`src/rtl/dds_pkg.sv`:
```
// Shared types and default widths for the DDS chain.
// No logic; imported by the phase accumulator and the waveform-select stage.
package dds_pkg;

    typedef enum logic [1:0] {
        IDLE     = 2'd0,
        RUN      = 2'd1,
        STOPPING = 2'd2
    } dds_state_e;

    typedef enum logic [1:0] {
        WAVE_SIN = 2'd0,
        WAVE_TRI = 2'd1,
        WAVE_SAW = 2'd2,
        WAVE_SQU = 2'd3
    } wave_sel_e;

    localparam int ACC_BIT_DEF  = 32;
    localparam int ADDR_BIT_DEF = 12;
    localparam int CYC_BIT_DEF  = 16;

endpackage

```
`src/rtl/dds_cfg_stage.sv`:
```
// Active/pending configuration registers; a word lands one edge after transfer, or at the
// next wrap when synced while running. cfg_ready_o drops only while a synced word waits.
module dds_cfg_stage
    import dds_pkg::*;
#(
    parameter int ACC_BIT  = ACC_BIT_DEF,
    parameter int ADDR_BIT = ADDR_BIT_DEF,
    parameter int CYC_BIT  = CYC_BIT_DEF
) (
    input  logic                sclk,
    input  logic                rst,
    input  logic                cfg_valid_i,
    output logic                cfg_ready_o,
    input  logic [ACC_BIT-1:0]  cfg_fword_i,
    input  logic [ADDR_BIT-1:0] cfg_poff_i,
    input  logic [CYC_BIT-1:0]  cfg_ncyc_i,
    input  logic                cfg_sync_i,
    input  dds_state_e          state_i,
    input  logic                wrap_i,
    input  logic                fword_zero_i,
    output logic [ACC_BIT-1:0]  fword_o,
    output logic [ADDR_BIT-1:0] poff_o,
    output logic [CYC_BIT-1:0]  ncyc_o
);

    logic [ACC_BIT-1:0]  fword_q, fword_d, pfword_q, pfword_d;
    logic [ADDR_BIT-1:0] poff_q, poff_d, ppoff_q, ppoff_d;
    logic [CYC_BIT-1:0]  ncyc_q, ncyc_d, pncyc_q, pncyc_d;
    logic                pend_q, pend_d;
    logic                running;
    logic                take;

    assign running     = (state_i != IDLE);
    assign take        = cfg_valid_i & ~pend_q;
    assign cfg_ready_o = ~pend_q;

    always_comb begin
        fword_d  = fword_q;
        poff_d   = poff_q;
        ncyc_d   = ncyc_q;
        pfword_d = pfword_q;
        ppoff_d  = ppoff_q;
        pncyc_d  = pncyc_q;
        pend_d   = pend_q;
        // A stalled accumulator (fword 0) never wraps, so a waiting word is released at once.
        if (pend_q && (wrap_i || fword_zero_i || !running)) begin
            fword_d = pfword_q;
            poff_d  = ppoff_q;
            ncyc_d  = pncyc_q;
            pend_d  = 1'b0;
        end
        if (take) begin
            if (running && cfg_sync_i) begin
                pfword_d = cfg_fword_i;
                ppoff_d  = cfg_poff_i;
                pncyc_d  = cfg_ncyc_i;
                pend_d   = 1'b1;
            end else begin
                fword_d = cfg_fword_i;
                poff_d  = cfg_poff_i;
                ncyc_d  = cfg_ncyc_i;
            end
        end
    end

    always_ff @(posedge sclk) begin
        if (rst) begin
            fword_q  <= '0;
            poff_q   <= '0;
            ncyc_q   <= '0;
            pfword_q <= '0;
            ppoff_q  <= '0;
            pncyc_q  <= '0;
            pend_q   <= 1'b0;
        end else begin
            fword_q  <= fword_d;
            poff_q   <= poff_d;
            ncyc_q   <= ncyc_d;
            pfword_q <= pfword_d;
            ppoff_q  <= ppoff_d;
            pncyc_q  <= pncyc_d;
            pend_q   <= pend_d;
        end
    end

    assign fword_o = fword_q;
    assign poff_o  = poff_q;
    assign ncyc_o  = ncyc_q;

endmodule

```
`src/rtl/dds_phase_acc.sv`:
```
// DDS phase accumulator: ROM address/enable one cycle after each accumulator step,
// continuous or N-period burst; no backpressure, the ROM consumes every enabled cycle.
module dds_phase_acc
    import dds_pkg::*;
#(
    parameter int ACC_BIT  = ACC_BIT_DEF,
    parameter int ADDR_BIT = ADDR_BIT_DEF,
    parameter int CYC_BIT  = CYC_BIT_DEF
) (
    input  logic                sclk,
    input  logic                rst,
    input  logic                start,
    input  logic                stop,
    input  logic                cfg_valid,
    output logic                cfg_ready,
    input  logic [ACC_BIT-1:0]  cfg_fword,
    input  logic [ADDR_BIT-1:0] cfg_poff,
    input  logic [CYC_BIT-1:0]  cfg_ncyc,
    input  logic                cfg_sync,
    output logic [ADDR_BIT-1:0] addr,
    output logic                en,
    output logic                wrap,
    output logic                busy,
    output logic                done
);

    dds_state_e          state_q, state_d;
    logic [ACC_BIT-1:0]  acc_q, acc_d;
    logic [CYC_BIT-1:0]  cnt_q, cnt_d;
    logic [ADDR_BIT-1:0] addr_q, addr_d;
    logic                en_q, en_d, wrap_q, wrap_d, done_q, done_d;

    logic [ACC_BIT-1:0]  act_fword;
    logic [ADDR_BIT-1:0] act_poff;
    logic [CYC_BIT-1:0]  act_ncyc;

    logic [ACC_BIT:0]    sum;
    logic                carry;
    logic [ACC_BIT-1:0]  acc_step;
    logic [ADDR_BIT-1:0] addr_step;
    logic                fword_zero;
    logic                burst;
    logic                cnt_hit;
    logic                step_carry;
    logic                terminate;

    assign sum        = {1'b0, acc_q} + {1'b0, act_fword};
    assign carry      = sum[ACC_BIT];
    assign acc_step   = sum[ACC_BIT-1:0];
    assign addr_step  = acc_step[ACC_BIT-1 -: ADDR_BIT] + act_poff;
    assign fword_zero = (act_fword == '0);
    assign burst      = (act_ncyc != '0);
    assign step_carry = carry & (state_q != IDLE);
    // Compare one bit wider so a freshly shrunk ncyc below the count still ends the burst.
    assign cnt_hit    = burst && (({1'b0, cnt_q} + (CYC_BIT+1)'(1)) >= {1'b0, act_ncyc});

    dds_cfg_stage #(
        .ACC_BIT  (ACC_BIT),
        .ADDR_BIT (ADDR_BIT),
        .CYC_BIT  (CYC_BIT)
    ) u_cfg (
        .sclk         (sclk),
        .rst          (rst),
        .cfg_valid_i  (cfg_valid),
        .cfg_ready_o  (cfg_ready),
        .cfg_fword_i  (cfg_fword),
        .cfg_poff_i   (cfg_poff),
        .cfg_ncyc_i   (cfg_ncyc),
        .cfg_sync_i   (cfg_sync),
        .state_i      (state_q),
        .wrap_i       (step_carry),
        .fword_zero_i (fword_zero),
        .fword_o      (act_fword),
        .poff_o       (act_poff),
        .ncyc_o       (act_ncyc)
    );

    always_comb begin
        state_d   = state_q;
        acc_d     = acc_q;
        cnt_d     = cnt_q;
        addr_d    = addr_q;
        en_d      = en_q;
        wrap_d    = 1'b0;
        done_d    = 1'b0;
        terminate = 1'b0;
        case (state_q)
            IDLE: begin
                en_d = 1'b0;
                if (start) begin
                    state_d = RUN;
                    acc_d   = '0;
                    cnt_d   = '0;
                    addr_d  = act_poff;
                    en_d    = 1'b1;
                end
            end
            RUN, STOPPING: begin
                if (state_q == STOPPING) begin
                    terminate = carry | fword_zero;
                end else begin
                    terminate = (carry & (stop | cnt_hit)) | (fword_zero & (stop | burst));
                end
                acc_d  = acc_step;
                wrap_d = carry;
                if (carry) begin
                    cnt_d = cnt_q + CYC_BIT'(1);
                end
                if (terminate) begin
                    state_d = IDLE;
                    en_d    = 1'b0;
                    done_d  = 1'b1;
                end else begin
                    addr_d = addr_step;
                    en_d   = 1'b1;
                    if (state_q == RUN && stop) begin
                        state_d = STOPPING;
                    end
                end
            end
            default: begin
                state_d = IDLE;
                en_d    = 1'b0;
            end
        endcase
    end

    always_ff @(posedge sclk) begin
        if (rst) begin
            state_q <= IDLE;
            acc_q   <= '0;
            cnt_q   <= '0;
            addr_q  <= '0;
            en_q    <= 1'b0;
            wrap_q  <= 1'b0;
            done_q  <= 1'b0;
        end else begin
            state_q <= state_d;
            acc_q   <= acc_d;
            cnt_q   <= cnt_d;
            addr_q  <= addr_d;
            en_q    <= en_d;
            wrap_q  <= wrap_d;
            done_q  <= done_d;
        end
    end

    assign addr = addr_q;
    assign en   = en_q;
    assign wrap = wrap_q;
    assign busy = (state_q != IDLE);
    assign done = done_q;

endmodule

```
`config.mk`:
```
export PLATFORM = sky130hd
export DESIGN_NAME = dds_phase_acc
export DESIGN_NICKNAME = d
export VERILOG_FILES = /design/src/rtl/dds_pkg.sv /design/src/rtl/dds_cfg_stage.sv /design/src/rtl/dds_phase_acc.sv
export SDC_FILE = /design/constraint.sdc
export NUM_CORES = 1
export LEC_CHECK = 0
export ABC_AREA = 1
export BUFFER_PORTS_ARGS = -buffer_cell sky130_fd_sc_hd__buf_2
export CORE_MARGIN = 2
export CORE_UTILIZATION = 45
export CTS_CLUSTER_DIAMETER = 50
export CTS_CLUSTER_SIZE = 14
export DETAILED_ROUTE_END_ITERATION = 8
export MAX_ROUTING_LAYER = met4
export PLACE_DENSITY = 0.72
export SYNTH_ARGS = -nofsm -noshare
export SYNTH_HDL_FRONTEND = slang
export SYNTH_HIERARCHICAL = 1
export SYNTH_SLANG_ARGS = --single-unit
```
`constraint.sdc`:
```
create_clock -name sclk -period 4.6 [get_ports sclk]
set_input_delay 0.92 -clock sclk [delete_from_list [all_inputs] [get_ports sclk]]
set_output_delay 0.92 -clock sclk [all_outputs]
set_load 0.02 [all_outputs]
```
# Word level (Yosys, flattened, before mapping)
# Cells that the tools add are included.
# word_totals
register_bits	186
inputBits	66
# op_classes
bitwise_logic	10
muxes	30
reduce_logical	19
n_lt_le_gt_ge	1
n_addsub	4
n_eq_ne	6
# op_table
cell	count
two-way mux 32 bit	4
two-way mux 16 bit	5
one-hot mux 32 bit (2 select lines)	1
two-way mux 12 bit	5
adder 32 x 32 -> 33 bit	1
zero test 32 bit	1
one-hot mux 16 bit (2 select lines)	1
one-hot mux 12 bit (2 select lines)	1
adder 16 x 1 -> 17 bit, second input constant	1
greater-or-equal comparator 17 x 16 -> 1 bit	1
adder 16 x 1 -> 16 bit, second input constant	1
nonzero test 16 bit	1
adder 12 bit	1
two-way mux 1 bit	8
two-way mux 2 bit	3
!= test 2 bit, second input constant	3
AND reduction 2 bit	3
AND reduction 3 bit	2
AND 1 bit	4
logical AND 1 bit	4
bitwise OR 1 bit	4
one-hot mux 2 bit (2 select lines)	1
nonzero test 2 bit	2
OR reduction 2 bit	2
8 further kinds	10

# Logic depth before layout (Yosys ltp)
# Gate-level depths: netlist of run 1.
# depth
ltp_word	10
mapped_depth	29
mapped_depth_nobuf	29

# Hierarchy
# The synthesis of run 1 kept the hierarchy.
# by_module_without_submodules
module	area_each_um2	seq_area_each_um2	instances	cells_per_inst
dds_phase_acc	5905.7	1301.2	1	908
dds_cfg_stage	5435.2	2422.3	1	801

# Least setup slack after synthesis of run 1
# Ideal clock, no wire load.
# synth_timing
path_kind	register to register
start	register acc_q[0]
end	register addr_q[10], in the netlist addr[10]
path_slack_ps	1170
required_time_ps	4532
stages_incl_launch_ff	24
arrival_ps	3361
path_cell_list	dfxtp_1 ha_1 fa_1 nand2_2 a21oi_4 nand3_2 nand2_2 nand2_1 nand2_2 a21boi_1 xor2_1 ha_1 inv_1 fa_1 o21ai_0 nand4_1 nand2_1 nand2_1 nand2_1 a21oi_1 xor2_1 o21ai_0 nand2_1 a21oi_2
# synth_between
elab_chain_len	7
# synth_lines
item	line	rtl
start: declaration	dds_phase_acc.sv:28	logic [ACC_BIT-1:0] acc_q, acc_d;
start signal: assignment	dds_phase_acc.sv:131	acc_q <= '0;
start signal: assignment	dds_phase_acc.sv:139	acc_q <= acc_d;
adder 32 x 32 -> 33 bit *	dds_phase_acc.sv:47	assign sum = {1'b0, acc_q} + {1'b0, act_fword};
branches (longest 6 deep; another with adder 12 bit)	-	
end signal: assignment	dds_phase_acc.sv:141	addr_q <= addr_d;
end: declaration	dds_phase_acc.sv:30	logic [ADDR_BIT-1:0] addr_q, addr_d;
# Every way passes the cells marked *. The select of a mux whose other input is x is not followed.
# A chain may end at the register's enable or synchronous reset.

# Worst setup path in the final report of run 1
# Same ends and word-level chain as after synthesis.

==> reports/qor.yml, run 1 <==
status:
  result_of_the_run: "finished clean"
placement:
  place.gp.congestion: 0.923
  place.detailed.hpwl_um: 20800
  port-buffer-count: 82
  dpl.cell_count: 2046
  detailedPlace.worstSlack_ns: 0.799
timing:
  finalWorstPathRequiredPeriod_ns: 3.83
  maxSlewViolCount: 0
  final-hold-violation-count: 0
  timing.max_slew.rel_slack_pct: 24.2
  setup_viol: 0
  layout_worst_path_cycle_share_pct: 83.3
  finalSetupTns_ns: 0
  maxClockFrequency_mhz: 261
  grt_setup_unrepaired: "no"
  finalWorstSetupSlack_ns: 0.768
  timing_worst_slew_pin_value_ns: 1.14
  finalClockSkew_ns: 0.0129
die:
  fp.dieArea_um2: 26500
  floorplan.initialDensity_pct: 45.4
  floorplan.rows: 58
  design.core.area_um2: 25000
  chipWidth_um: 163
  die_y_um: 163
  io_pins: 83
finish:
  antenna_cells_inserted: 0
  layout.core_utilization_pct: 49.5
  layout.cells.most_common_list: "sky130_fd_sc_hd__nor2_1 (329), sky130_fd_sc_hd__nand2_1 (298), sky130_fd_sc_hd__dfxtp_1 (185)"
  area_delta_synth_final_pct: 8.95
  nFillCells: 2592
  final-instance-count-excl-fill: 2077
  most_frequent_standard_cell_in_the_layout_excluding_fill_and_tap_cells: "sky130_fd_sc_hd__nor2_1"
  post_route_cells_drive_above_1_share_pct: 11.0
  num-nets-final: 1868
cts:
  ctsRootBufferMaster: "sky130_fd_sc_hd__clkbuf_16"
  cts_post_setup_buffers_inserted: 0
  numCtsBuffers: 17
  clock_path_buffers: 2
  tritoncts: "done"
  postCtsResizedCells: 0
  tritoncts_num_sinks: 186
  clk_transition_reported_paths_ns: 0.07
  cts_hold_buf: 0
  clock_insertion_delay_worst_skew_ns: 0.43
  cts.htree.levels: 4
route:
  remaining_number_of_nets_flagged_by_the_antenna_check_after_routing: 0
  post_drt_via_cell_ratio: 5.19
  drc_errors: 0
  postRouteWirelength_um: 29100
  wire_per_inst_um: 14.0
  via_count: 10800
  drt-initial-drc-count: 923
  dr.pass1.iters: 5
synthesis:
  synth_top_area_cell: "sky130_fd_sc_hd__dfxtp_1"
  synthXorXnorAreaFrac_pct: 1.78
  synth_top_flop_cell: "sky130_fd_sc_hd__dfxtp_1"
  ys_top_cells_by_area: "sky130_fd_sc_hd__dfxtp_1 (33%), sky130_fd_sc_hd__nor2_1 (11%), sky130_fd_sc_hd__nand2_1 (9.9%), sky130_fd_sc_hd__ha_1 (7.2%), sky130_fd_sc_hd__a21oi_1 (6.3%)"
  synth-simple-area-share_pct: 30.7
  main_combinational_cell_family_by_area_after_synthesis: "simple AND/OR/NAND/NOR gates"
  yosys-mux-area-fraction_pct: 0
  syn-instance-count: 1709
  yosys_warnings: 6
  synth_compound_area_share_pct: 17.1
  synth_cell_type_count: 47
  synth_top_area_share_pct: 32.8
  syn_nets: 1842
  syn_avg_cell_area_um2: 6.64
  synth_async_sr_flop_share_pct: 0
  seq_area_frac_synth_pct: 32.8
  synth_adder_area_share_pct: 7.52
  edff_count_synth: 0
  ys_ff_latch: 186
  netlist_area_um2: 11300
power:
  power.density_cell_area_nw_per_um2: 386
  power.ir.vdd_worst_mv: 0.180
  power_mw: 4.77
  power.static_leakage_nw: 5.57
global_routing:
  number_of_global_route_vias_before_repair: 9686
  pin_count_of_the_biggest_net_entering_global_routing: 107
  global_route.overflow_total: 0
  grt_usage_pct: 22.6
  number_of_antenna_violations_at_the_first_check_in_global_routing: 0
  grt_pass1_wl_um: 47600
setup_path:
  worst-endpoint-arrival_ns: 4.20
  ff2ff_path_depth: 23
  setup.worst_path.start_class: "flip-flop"
  worst-endpoint-required_ns: 4.97
  worstSetupPathType: "flip-flop to flip-flop"
  startpoint_of_the_worst_register_to_register_path: "acc_q[0]"
  crit_fanout: 4
  critPathCaptureType: "flip-flop"
  critical_path.slowest_cell: "sky130_fd_sc_hd__fa_1"
  cp_cell_sequence: "ha_1, fa_1, nand2_2, a21oi_4, nand3_2, nand2_2, nand2_1, nand2_2, a21boi_1, xor2_1, ha_1, inv_1, fa_1, o21ai_0, nand4_1, nand2_1, nand2_1, nand2_1, a21oi_1, xor2_1, o21ai_0, nand2_1, a21oi_2"
  critical_path.max_stage_delay_ns: 0.40
  timing.critical_path.from: "acc_q[0]"
  cpMostUsedCell: "sky130_fd_sc_hd__nand2_1"
min_path:
  holdCritPathClass: "flip-flop to flip-flop"
  hold_depth: 2
  worstHoldStart: "acc_q[17]"
job:
  max_cap_viol_count: 0
[flip-flops by register name, indices dropped and copies added (netlist names), 16 cells and up]
name / cells
u_cfg/pncyc_q: 16
cnt_q: 16
acc_q: 32
u_cfg/ncyc_o: 16
u_cfg/pfword_q: 32
u_cfg/fword_o: 32
[metrics by stage]
step | area (um2) | hold slack, ns
floorplan | 11300 | 0.450
global placement | 11800 | 0.457
detailed placement | 11800 | 0.462
CTS | 12400 | 0.474
global route | 12400 | 0.488
finish | 12400 | 0.471
[path summary, 6_finish.rpt]
| check | end | slack, ns |
|---|---|---|
| worst max-delay path | addr[10] | 0.77 |
| worst min-delay path | acc_q[17] | 0.47 |
| worst max register to register | addr[10] | 0.77 |
| worst min register to register | acc_q[17] | 0.47 |
[cells in the mapped netlist, types with 2 or more instances]
master,number
sky130_fd_sc_hd__clkbuf_1,44
sky130_fd_sc_hd__nor2_2,9
sky130_fd_sc_hd__xor2_1,20
sky130_fd_sc_hd__xnor2_1,3
sky130_fd_sc_hd__ha_1,65
sky130_fd_sc_hd__buf_6,15
sky130_fd_sc_hd__a211oi_1,2
sky130_fd_sc_hd__nand3_2,5
sky130_fd_sc_hd__and2_1,5
sky130_fd_sc_hd__nor2_4,3
sky130_fd_sc_hd__nand2_1,299
sky130_fd_sc_hd__a22oi_1,10
sky130_fd_sc_hd__o21ai_0,118
sky130_fd_sc_hd__a21oi_1,143
sky130_fd_sc_hd__inv_2,7
sky130_fd_sc_hd__nor4_1,5
sky130_fd_sc_hd__inv_4,2
sky130_fd_sc_hd__o21a_1,3
sky130_fd_sc_hd__fa_1,2
sky130_fd_sc_hd__a21o_1,10
sky130_fd_sc_hd__nand2_4,3
sky130_fd_sc_hd__nand4_1,12
sky130_fd_sc_hd__a31oi_1,9
sky130_fd_sc_hd__nand3_1,104
sky130_fd_sc_hd__dfxtp_1,186
sky130_fd_sc_hd__nand3_4,2
sky130_fd_sc_hd__o21ai_2,4
sky130_fd_sc_hd__o21bai_1,5
sky130_fd_sc_hd__o21ai_1,45
sky130_fd_sc_hd__nor2_1,330
sky130_fd_sc_hd__buf_4,4
sky130_fd_sc_hd__a21oi_2,4
sky130_fd_sc_hd__or2_2,12
sky130_fd_sc_hd__buf_2,22
sky130_fd_sc_hd__nor3_1,8
sky130_fd_sc_hd__nand2_2,13
sky130_fd_sc_hd__inv_1,166
[power breakdown]
part / switching (mW) / internal (mW)
clock network: 0.665 / 0.811
logic: 0.909 / 0.455
registers: 0.146 / 1.79
total: 1.72 / 3.05
[cell families (layout without fill, tap and decap cells)]
family | Yosys count | count (layout)
and+or+nand+nor | 814 | 814
DFF | 186 | 186
xor gates and xnor gates | 23 | 23
AOI/OAI and AO/OA | 359 | 359
buffers and inverters | 260 | 298
adders and majority gates | 67 | 67
[area by class of cell]
| class | instances | area [um2] | area share [%] |
|---|---|---|---|
| Clock buffer | 20 | 437 | 3.53 |
| Clock inverter | 11 | 135 | 1.09 |
| Inverter | 175 | 662 | 5.36 |
| Multi-Input combinational cell | 1263 | 6500 | 52.6 |
| Sequential cell | 186 | 3730 | 30.2 |
| Tap cell | 330 | 413 | 3.34 |
| Timing Repair Buffer | 92 | 485 | 3.93 |
[routing by layer]
| metal | global-route usage (%) | up-vias | part of all wire [%] |
|---|---|---|---|
| met5 | - | - | 0 |
| li1 | - | 5590 | - |
| met4 | 5.07 | 0 | 1.2 |
| met2 | 35.6 | 238 | 45 |
| met1 | 31.1 | 4929 | 49 |
| met3 | 2.93 | 25 | 4.0 |
[critical path: cells and delay by family (launching register included)]
| family | cells | cell delay, ns |
|---|---|---|
| simple gates | 10 | 0.86 |
| fa+ha+maj | 4 | 1.21 |
| xor+xnor | 2 | 0.37 |
| flops | 1 | 0.31 |
| buf+inv | 1 | 0.05 |
| compound gates | 6 | 0.95 |
Power figures use the tool's default switching activity.
==> inputs of run 2 (changes only) <==
--- a/config.mk
+++ b/config.mk
@@ -13,7 +13,7 @@
 export CTS_CLUSTER_SIZE = 14
 export DETAILED_ROUTE_END_ITERATION = 8
 export MAX_ROUTING_LAYER = met4
-export PLACE_DENSITY = 0.72
+export PLACE_DENSITY = 0.75
 export SYNTH_ARGS = -nofsm -noshare
 export SYNTH_HDL_FRONTEND = slang
 export SYNTH_HIERARCHICAL = 1
==> constraint.sdc (replaced) <==
create_clock -name sclk -period 3.2 [get_ports sclk]
set_input_delay 0.64 -clock sclk [delete_from_list [all_inputs] [get_ports sclk]]
set_output_delay 0.64 -clock sclk [all_outputs]
set_load 0.02 [all_outputs]
==> reports/qor.yml, run 2 (synthesis results as in run 1) <==
finish:
  num-nets-final: 2011  # +7.7%
  post_route_cells_drive_above_1_share_pct: 22.5  # +11 points
  area_used_by_multi_input_combinational_logic_um2: 7020  # +8.1%
  area.sequential_um2: 3730  # +0.20%
  nFillCells: 2309  # -11%
  layout.cells.most_common_list: "sky130_fd_sc_hd__nor2_1 (322), sky130_fd_sc_hd__nand2_1 (283), sky130_fd_sc_hd__dfxtp_1 (181)"
  final-instance-count-excl-fill: 2222  # +7.0%
  area_delta_synth_final_pct: 24.6
  most_frequent_standard_cell_in_the_layout_excluding_fill_and_tap_cells: "sky130_fd_sc_hd__nor2_1"
timing:
  timing_worst_slew_pin_value_ns: 0.740  # -0.398 ns
  finalClockSkew_ns: 0.0195  # +0.00654 ns
  grt_setup_unrepaired: "yes"
  layout_worst_path_cycle_share_pct: 108  # +25 points
  finalWorstSetupSlack_ns: -0.254  # -1.02 ns
  setup_viol: 11  # +11
  finalWorstPathRequiredPeriod_ns: 3.45  # -0.378 ns
  maxSlewViolCount: 0  # unchanged
  maxClockFrequency_mhz: 290  # +11%
  timing.max_slew.rel_slack_pct: 50.1  # +26 points
  final-hold-violation-count: 0  # unchanged
setup_path:
  setup.worst_path.start_class: "flip-flop"
  worst-endpoint-required_ns: 3.59  # -1.38 ns
  ff2ff_path_depth: 23  # unchanged
  crit_fanout: 3  # -1
  critPathCaptureType: "flip-flop"
  worst-endpoint-arrival_ns: 3.85  # -0.35 ns
  worstSetupPathType: "flip-flop to flip-flop"
die:
  chipWidth_um: 163  # unchanged
  die_y_um: 163  # unchanged
  fp.dieArea_um2: 26500  # unchanged
  io_pins: 83  # unchanged
  floorplan.rows: 58  # unchanged
  floorplan.initialDensity_pct: 45.4  # unchanged
  design.core.area_um2: 25000  # unchanged
power:
  power.static_leakage_nw: 6.45  # +16%
  power.switching_mw: 2.96  # +72%
  switching_share_pct: 38.7  # +2.7 points
  combPwrFrac_pct: 33.2  # +4.6 points
  p_int_mw: 4.68  # +53%
  power.ir.vdd_worst_mv: 0.365  # +100%
  power_mw: 7.64  # +60%
  power.density_cell_area_nw_per_um2: 541  # +40%
  pwr-share-clk_pct: 30.0  # -0.9 points
  share_seq_of_total_power_pct: 36.8  # -3.7 points
global_routing:
  pin_count_of_the_biggest_net_entering_global_routing: 102  # -4.7%
  grt_usage_pct: 25.1  # +2.5 points
  number_of_antenna_violations_at_the_first_check_in_global_routing: 0  # unchanged
  grt_pass1_wl_um: 52200  # +9.6%
  number_of_global_route_vias_before_repair: 10500  # +8.5%
  global_route.overflow_total: 0  # unchanged
route:
  via_count: 11600  # +7.2%
  remaining_number_of_nets_flagged_by_the_antenna_check_after_routing: 0  # unchanged
  dr.pass1.iters: 5  # unchanged
  drt-initial-drc-count: 1177  # +28%
  post_drt_via_cell_ratio: 5.20  # +0.20%
  postRouteWirelength_um: 32800  # +12%
  wire_per_inst_um: 14.7  # +5.2%
  drc_errors: 0  # unchanged
cts:
  cts_hold_buf: 0  # unchanged
  clock_path_buffers: 2  # unchanged
  tritoncts: "done"
  numCtsBuffers: 17  # unchanged
  ctsRootBufferMaster: "sky130_fd_sc_hd__clkbuf_16"
  clk_transition_reported_paths_ns: 0.09  # +0.02 ns
  cts.htree.levels: 4  # unchanged
  clock_insertion_delay_worst_skew_ns: 0.46  # +0.03 ns
  tritoncts_num_sinks: 186  # unchanged
placement:
  place.detailed.hpwl_um: 22700  # +9.3%
  dpl.cell_count: 2163  # +5.7%
  place.gp.congestion: 0.963  # +4.3%
  port-buffer-count: 82  # unchanged
status:
  result_of_the_run: "finished, violations left"
  violations: "negative setup slack"
min_path:
  holdCritPathClass: "input port to flip-flop"
  hold_depth: 3  # +1
job:
  max_cap_viol_count: 0  # unchanged
==> run 2: changes by cell type in the layout (fill, tap and decap cells not counted), sizes merged <==
cell,before,now
clkinv,3,5
bufinv,2,0
diode,0,1
buf,92,234
inv,180,185
clkinvlp,1,0
clkbuf,20,18
==> run 2: layout make-up <==
class / instances / share of cell area, %
Timing Repair Buffer: 235 / 11.6
Tap cell: 330 / 2.92
Antenna cell: 1 / 0.0177
Sequential cell: 186 / 26.4
Clock inverter: 15 / 1.52
Clock buffer: 17 / 3.01
Inverter: 175 / 4.77
Multi-Input combinational cell: 1263 / 49.7
==> run 2: critical path, stage by stage (launching register included) <==
cell and delay, ns:
sky130_fd_sc_hd__dfxtp_2 0.34, sky130_fd_sc_hd__ha_4 0.16, sky130_fd_sc_hd__fa_2 0.34, sky130_fd_sc_hd__nand2_2 0.10, sky130_fd_sc_hd__a21oi_4 0.08, sky130_fd_sc_hd__nand3_2 0.07, sky130_fd_sc_hd__nand2_2 0.08, sky130_fd_sc_hd__nand2_2 0.09
sky130_fd_sc_hd__nand2_4 0.06, sky130_fd_sc_hd__a21boi_4 0.19, sky130_fd_sc_hd__xor2_2 0.22, sky130_fd_sc_hd__ha_2 0.22, sky130_fd_sc_hd__inv_2 0.04, sky130_fd_sc_hd__fa_2 0.34, sky130_fd_sc_hd__o21ai_2 0.18, sky130_fd_sc_hd__nand4_1 0.10
sky130_fd_sc_hd__nand2_1 0.12, sky130_fd_sc_hd__nand2_2 0.07, sky130_fd_sc_hd__nand2_1 0.07, sky130_fd_sc_hd__a21oi_1 0.07, sky130_fd_sc_hd__xor2_1 0.14, sky130_fd_sc_hd__o21ai_1 0.12, sky130_fd_sc_hd__nand2_1 0.08, sky130_fd_sc_hd__a21oi_2 0.10
==> run 2: final timing paths <==
path	start	to	slack [ns]
max	acc_q[0]	addr[10]	-0.25
max reg2reg	acc_q[0]	addr[10]	-0.25
min	cfg_ncyc[0]	u_cfg/pncyc_q[0]	0.45
min reg2reg	addr[10]	addr[10]	0.48
==> run 2: routing by layer <==
layer / share of wire (%) / global-route usage, % / wire [um]
met1: 49 / 36.2 / 16000
met5: 0 / - / 0
met3: 5.9 / 3.23 / 1930
met4: 1.7 / 6.03 / 546
met2: 44 / 37.3 / 14300
==> run 2: power by group through the flow <==
stage                     sequential, mW  combinational, mW  clock [mW]
after floorplan                     2.80               1.54           0
after global placement              2.82               2.15           0
after detailed placement            2.83               2.20           0
after CTS                           2.78               2.27        2.32
after global routing                2.83               2.82        2.40
final                               2.81               2.54        2.29
==> run 2: metrics by stage <==
stage                     hold slack (ns)  worst slack, ns  setup TNS, ns  util, %  instance area (um2)
after floorplan                     0.450           0.0108              0        -                11400
after global placement              0.457           -0.279         -0.930     51.0                12700
after detailed placement            0.460           -0.365          -1.69     51.0                12700
after CTS                           0.444           -0.143         -0.224     54.4                13600
after global routing                0.455           -0.423          -4.05     56.6                14100
final                               0.446           -0.254          -1.26     56.6                14100
==> run 2: timing repair <==
| item | 4_1_cts | 5_1_grt |
|---|---|---|
| pin swaps | 10 | 39 |
| endpoints found under the setup margin | 14 | 16 |
| setup buffers | 10 | 15 |
| resized for setup | 32 | 87 |
| gates cloned | 0 | 1 |
==> inputs of run 3 (changes only) <==
--- a/config.mk
+++ b/config.mk
@@ -14,6 +14,7 @@
 export DETAILED_ROUTE_END_ITERATION = 8
 export MAX_ROUTING_LAYER = met4
 export PLACE_DENSITY = 0.75
+export SETUP_SLACK_MARGIN = 0.1
 export SYNTH_ARGS = -nofsm -noshare
 export SYNTH_HDL_FRONTEND = slang
 export SYNTH_HIERARCHICAL = 1
==> reports/qor.yml, run 3 (synthesis results as in run 1) <==
status:
  violations: "negative setup slack"
  result_of_the_run: "finished, violations left"
setup_path:
  cp_cell_sequence: "ha_4, fa_2, nand2_2, a21oi_4, nand3_2, nand2_2, nand2_2, nand2_4, a21boi_4, xor2_2, ha_2, inv_2, fa_2, o21ai_2, nand4_1, nand2_1, nand2_2, nand2_2, a21oi_2, xor2_1, o21ai_1, nand2_1, a21oi_2"
  worst-endpoint-arrival_ns: 3.76  # -0.09 ns
  setup.worst_path.start_class: "flip-flop"
  critical_path.slowest_cell: "sky130_fd_sc_hd__dfxtp_2"
  critical_path.max_stage_delay_ns: 0.34  # about the same
  crit_fanout: 4  # +1
  rr_endpoint: "addr[10]"
  startpoint_of_the_worst_register_to_register_path: "u_cfg/fword_o[0]"
  reg2reg_setup_slack_ns: -0.18  # +0.08 ns
  critPathCaptureType: "flip-flop"
  crit_end: "addr[10]"
  worstSetupPathType: "flip-flop to flip-flop"
  ff2ff_path_depth: 23  # unchanged
  timing.critical_path.from: "u_cfg/fword_o[0]"
  cpMostUsedCell: "sky130_fd_sc_hd__nand2_2"
  worst-endpoint-required_ns: 3.58  # about the same
cts:
  clk_transition_reported_paths_ns: 0.09  # about the same
  tritoncts: "done"
  numCtsBuffers: 17  # unchanged
  cts.htree.levels: 4  # unchanged
  ctsRootBufferMaster: "sky130_fd_sc_hd__clkbuf_16"
  clock_insertion_delay_worst_skew_ns: 0.45  # about the same
  tritoncts_num_sinks: 186  # unchanged
  cts_hold_buf: 0  # unchanged
  clock_path_buffers: 2  # unchanged
route:
  postRouteWirelength_um: 34300  # +4.6%
  dr.pass1.iters: 8  # +3
  remaining_number_of_nets_flagged_by_the_antenna_check_after_routing: 0  # unchanged
  drc_errors: 0  # unchanged
  via_count: 11800  # +2.0%
  drt-initial-drc-count: 1250  # +6.2%
  post_drt_via_cell_ratio: 5.29  # +1.6%
  wire_per_inst_um: 15.4  # +4.3%
die:
  fp.dieArea_um2: 26500  # unchanged
  io_pins: 83  # unchanged
  floorplan.rows: 58  # unchanged
  floorplan.initialDensity_pct: 45.4  # unchanged
  chipWidth_um: 163  # unchanged
  die_y_um: 163  # unchanged
  design.core.area_um2: 25000  # unchanged
finish:
  final-instance-count-excl-fill: 2230  # +0.36%
  area_delta_synth_final_pct: 27.3
  layout.cells.most_common_list: "sky130_fd_sc_hd__nor2_1 (321), sky130_fd_sc_hd__nand2_1 (279), sky130_fd_sc_hd__dfxtp_1 (177)"
  num-nets-final: 2020  # +0.45%
  post_route_cells_drive_above_1_share_pct: 24.2  # +1.6 points
  antenna_cells_inserted: 0  # -1
  most_frequent_standard_cell_in_the_layout_excluding_fill_and_tap_cells: "sky130_fd_sc_hd__nor2_1"
  final_area_um2: 14400  # +2.2%
power:
  power.ir.vdd_worst_mv: 0.358  # -1.8%
  power.static_leakage_nw: 6.48  # +0.43%
  power.density_cell_area_nw_per_um2: 533  # -1.4%
global_routing:
  globalRoute.busiestLayer: "met2"
  pin_count_of_the_biggest_net_entering_global_routing: 87  # -15%
  number_of_global_route_vias_before_repair: 10800  # +3.0%
  grt_usage_pct: 25.8  # +0.68 points
  global_route.usage.met2_pct: 38.3  # +0.98 points
  number_of_antenna_violations_at_the_first_check_in_global_routing: 0  # unchanged
  grt_util_met3_pct: 3.69  # +0.46 points
  grt_pass1_wl_um: 53600  # +2.6%
  grtUsageMet1_pct: 36.7  # +0.51 points
  global_route.overflow_total: 0  # unchanged
timing:
  maxClockFrequency_mhz: 296  # +2.2%
  timing_worst_slew_pin_value_ns: 0.725  # -0.0147 ns
  setup_viol: 11  # unchanged
  finalWorstPathRequiredPeriod_ns: 3.38  # -0.0758 ns
  grt_setup_unrepaired: "yes"
  final-hold-violation-count: 0  # unchanged
  maxSlewViolCount: 0  # unchanged
  layout_worst_path_cycle_share_pct: 106  # -2.4 points
  finalWorstSetupSlack_ns: -0.178  # +0.0758 ns
  finalClockSkew_ns: 0.0170  # -0.00246 ns
  timing.max_slew.rel_slack_pct: 51.1  # +0.99 points
min_path:
  holdCritPathClass: "input port to flip-flop"
  worstHoldStart: "cfg_ncyc[5]"
placement:
  place.detailed.hpwl_um: 23100  # +1.5%
  postPlaceCellArea_um2: 12800  # +0.45%
  dpl.cell_count: 2167  # +0.18%
  detailedPlace.worstSlack_ns: -0.236  # +0.130 ns
  place.gp.congestion: 0.977  # +1.5%
  port-buffer-count: 82  # unchanged
job:
  max_cap_viol_count: 0  # unchanged
## run 3: repair_timing
item                                    in CTS  in global routing
endpoints found under the setup margin      15                 70
pin swaps                                   40                 42
setup buffers                               18                 13
cloned                                       1                  1
gates resized for setup                     68                 96
## run 3: cell type report
type                            count  area [um2]
Clock buffer                       17         425
Clock inverter                     15         214
Fill cell                        2264       10500
Inverter                          175         677
Multi-Input combinational cell   1264        7230
Sequential cell                   186        3740
Tap cell                          330         413
Timing Repair Buffer              243        1750
## run 3: worst min-delay path by stage
stage                        to  slack, ns  depth (start not counted)
2_1_floorplan         acc_q[10]       0.45                          2
3_3_place_gp           addr[10]       0.46                          2
3_5_place_dp          acc_q[23]       0.46                          2
4_1_cts         u_cfg/ncyc_o[0]       0.44                          3
5_1_grt        u_cfg/pncyc_q[3]       0.46                          3
6_report       u_cfg/pncyc_q[5]       0.45                          3
## run 3: stage by stage
| step | hold WS, ns | total power, mW | TNS, ns | util (%) |
|---|---|---|---|---|
| global placement | 0.457 | 5.00 | -0.610 | 51.2 |
| finish | 0.447 | 7.70 | -0.908 | 57.8 |
| CTS | 0.440 | 7.47 | -0.505 | 55.7 |
| global route | 0.455 | 8.13 | -3.66 | 57.8 |
| floorplan | 0.450 | 4.34 | 0 | - |
| detailed placement | 0.461 | 5.07 | -1.45 | 51.2 |
## run 3: where the power goes
| group | switching [mW] | total, mW | internal, mW |
|---|---|---|---|
| registers | 0.259 | 2.83 | 2.57 |
| clock network | 1.15 | 2.25 | 1.10 |
| logic | 1.56 | 2.62 | 1.07 |
| total | 2.96 | 7.70 | 4.74 |
## run 3: critical path: cells and delay by family, from the launching register on
kind | cells | cell delay, ns
xor gates and xnor gates | 2 | 0.33
AOI/OAI and AO/OA | 6 | 0.70
and+or+nand+nor | 10 | 0.87
DFF | 1 | 0.34
buffers and inverters | 1 | 0.04
adders and majority gates | 4 | 1.06
## run 3: metal layers
metal | routed length, um | up-vias
met2 | 15100 | 434
met1 | 16100 | 5426
li1 | - | 5879
met3 | 2480 | 50
met4 | 650 | 0
met5 | 0 | -
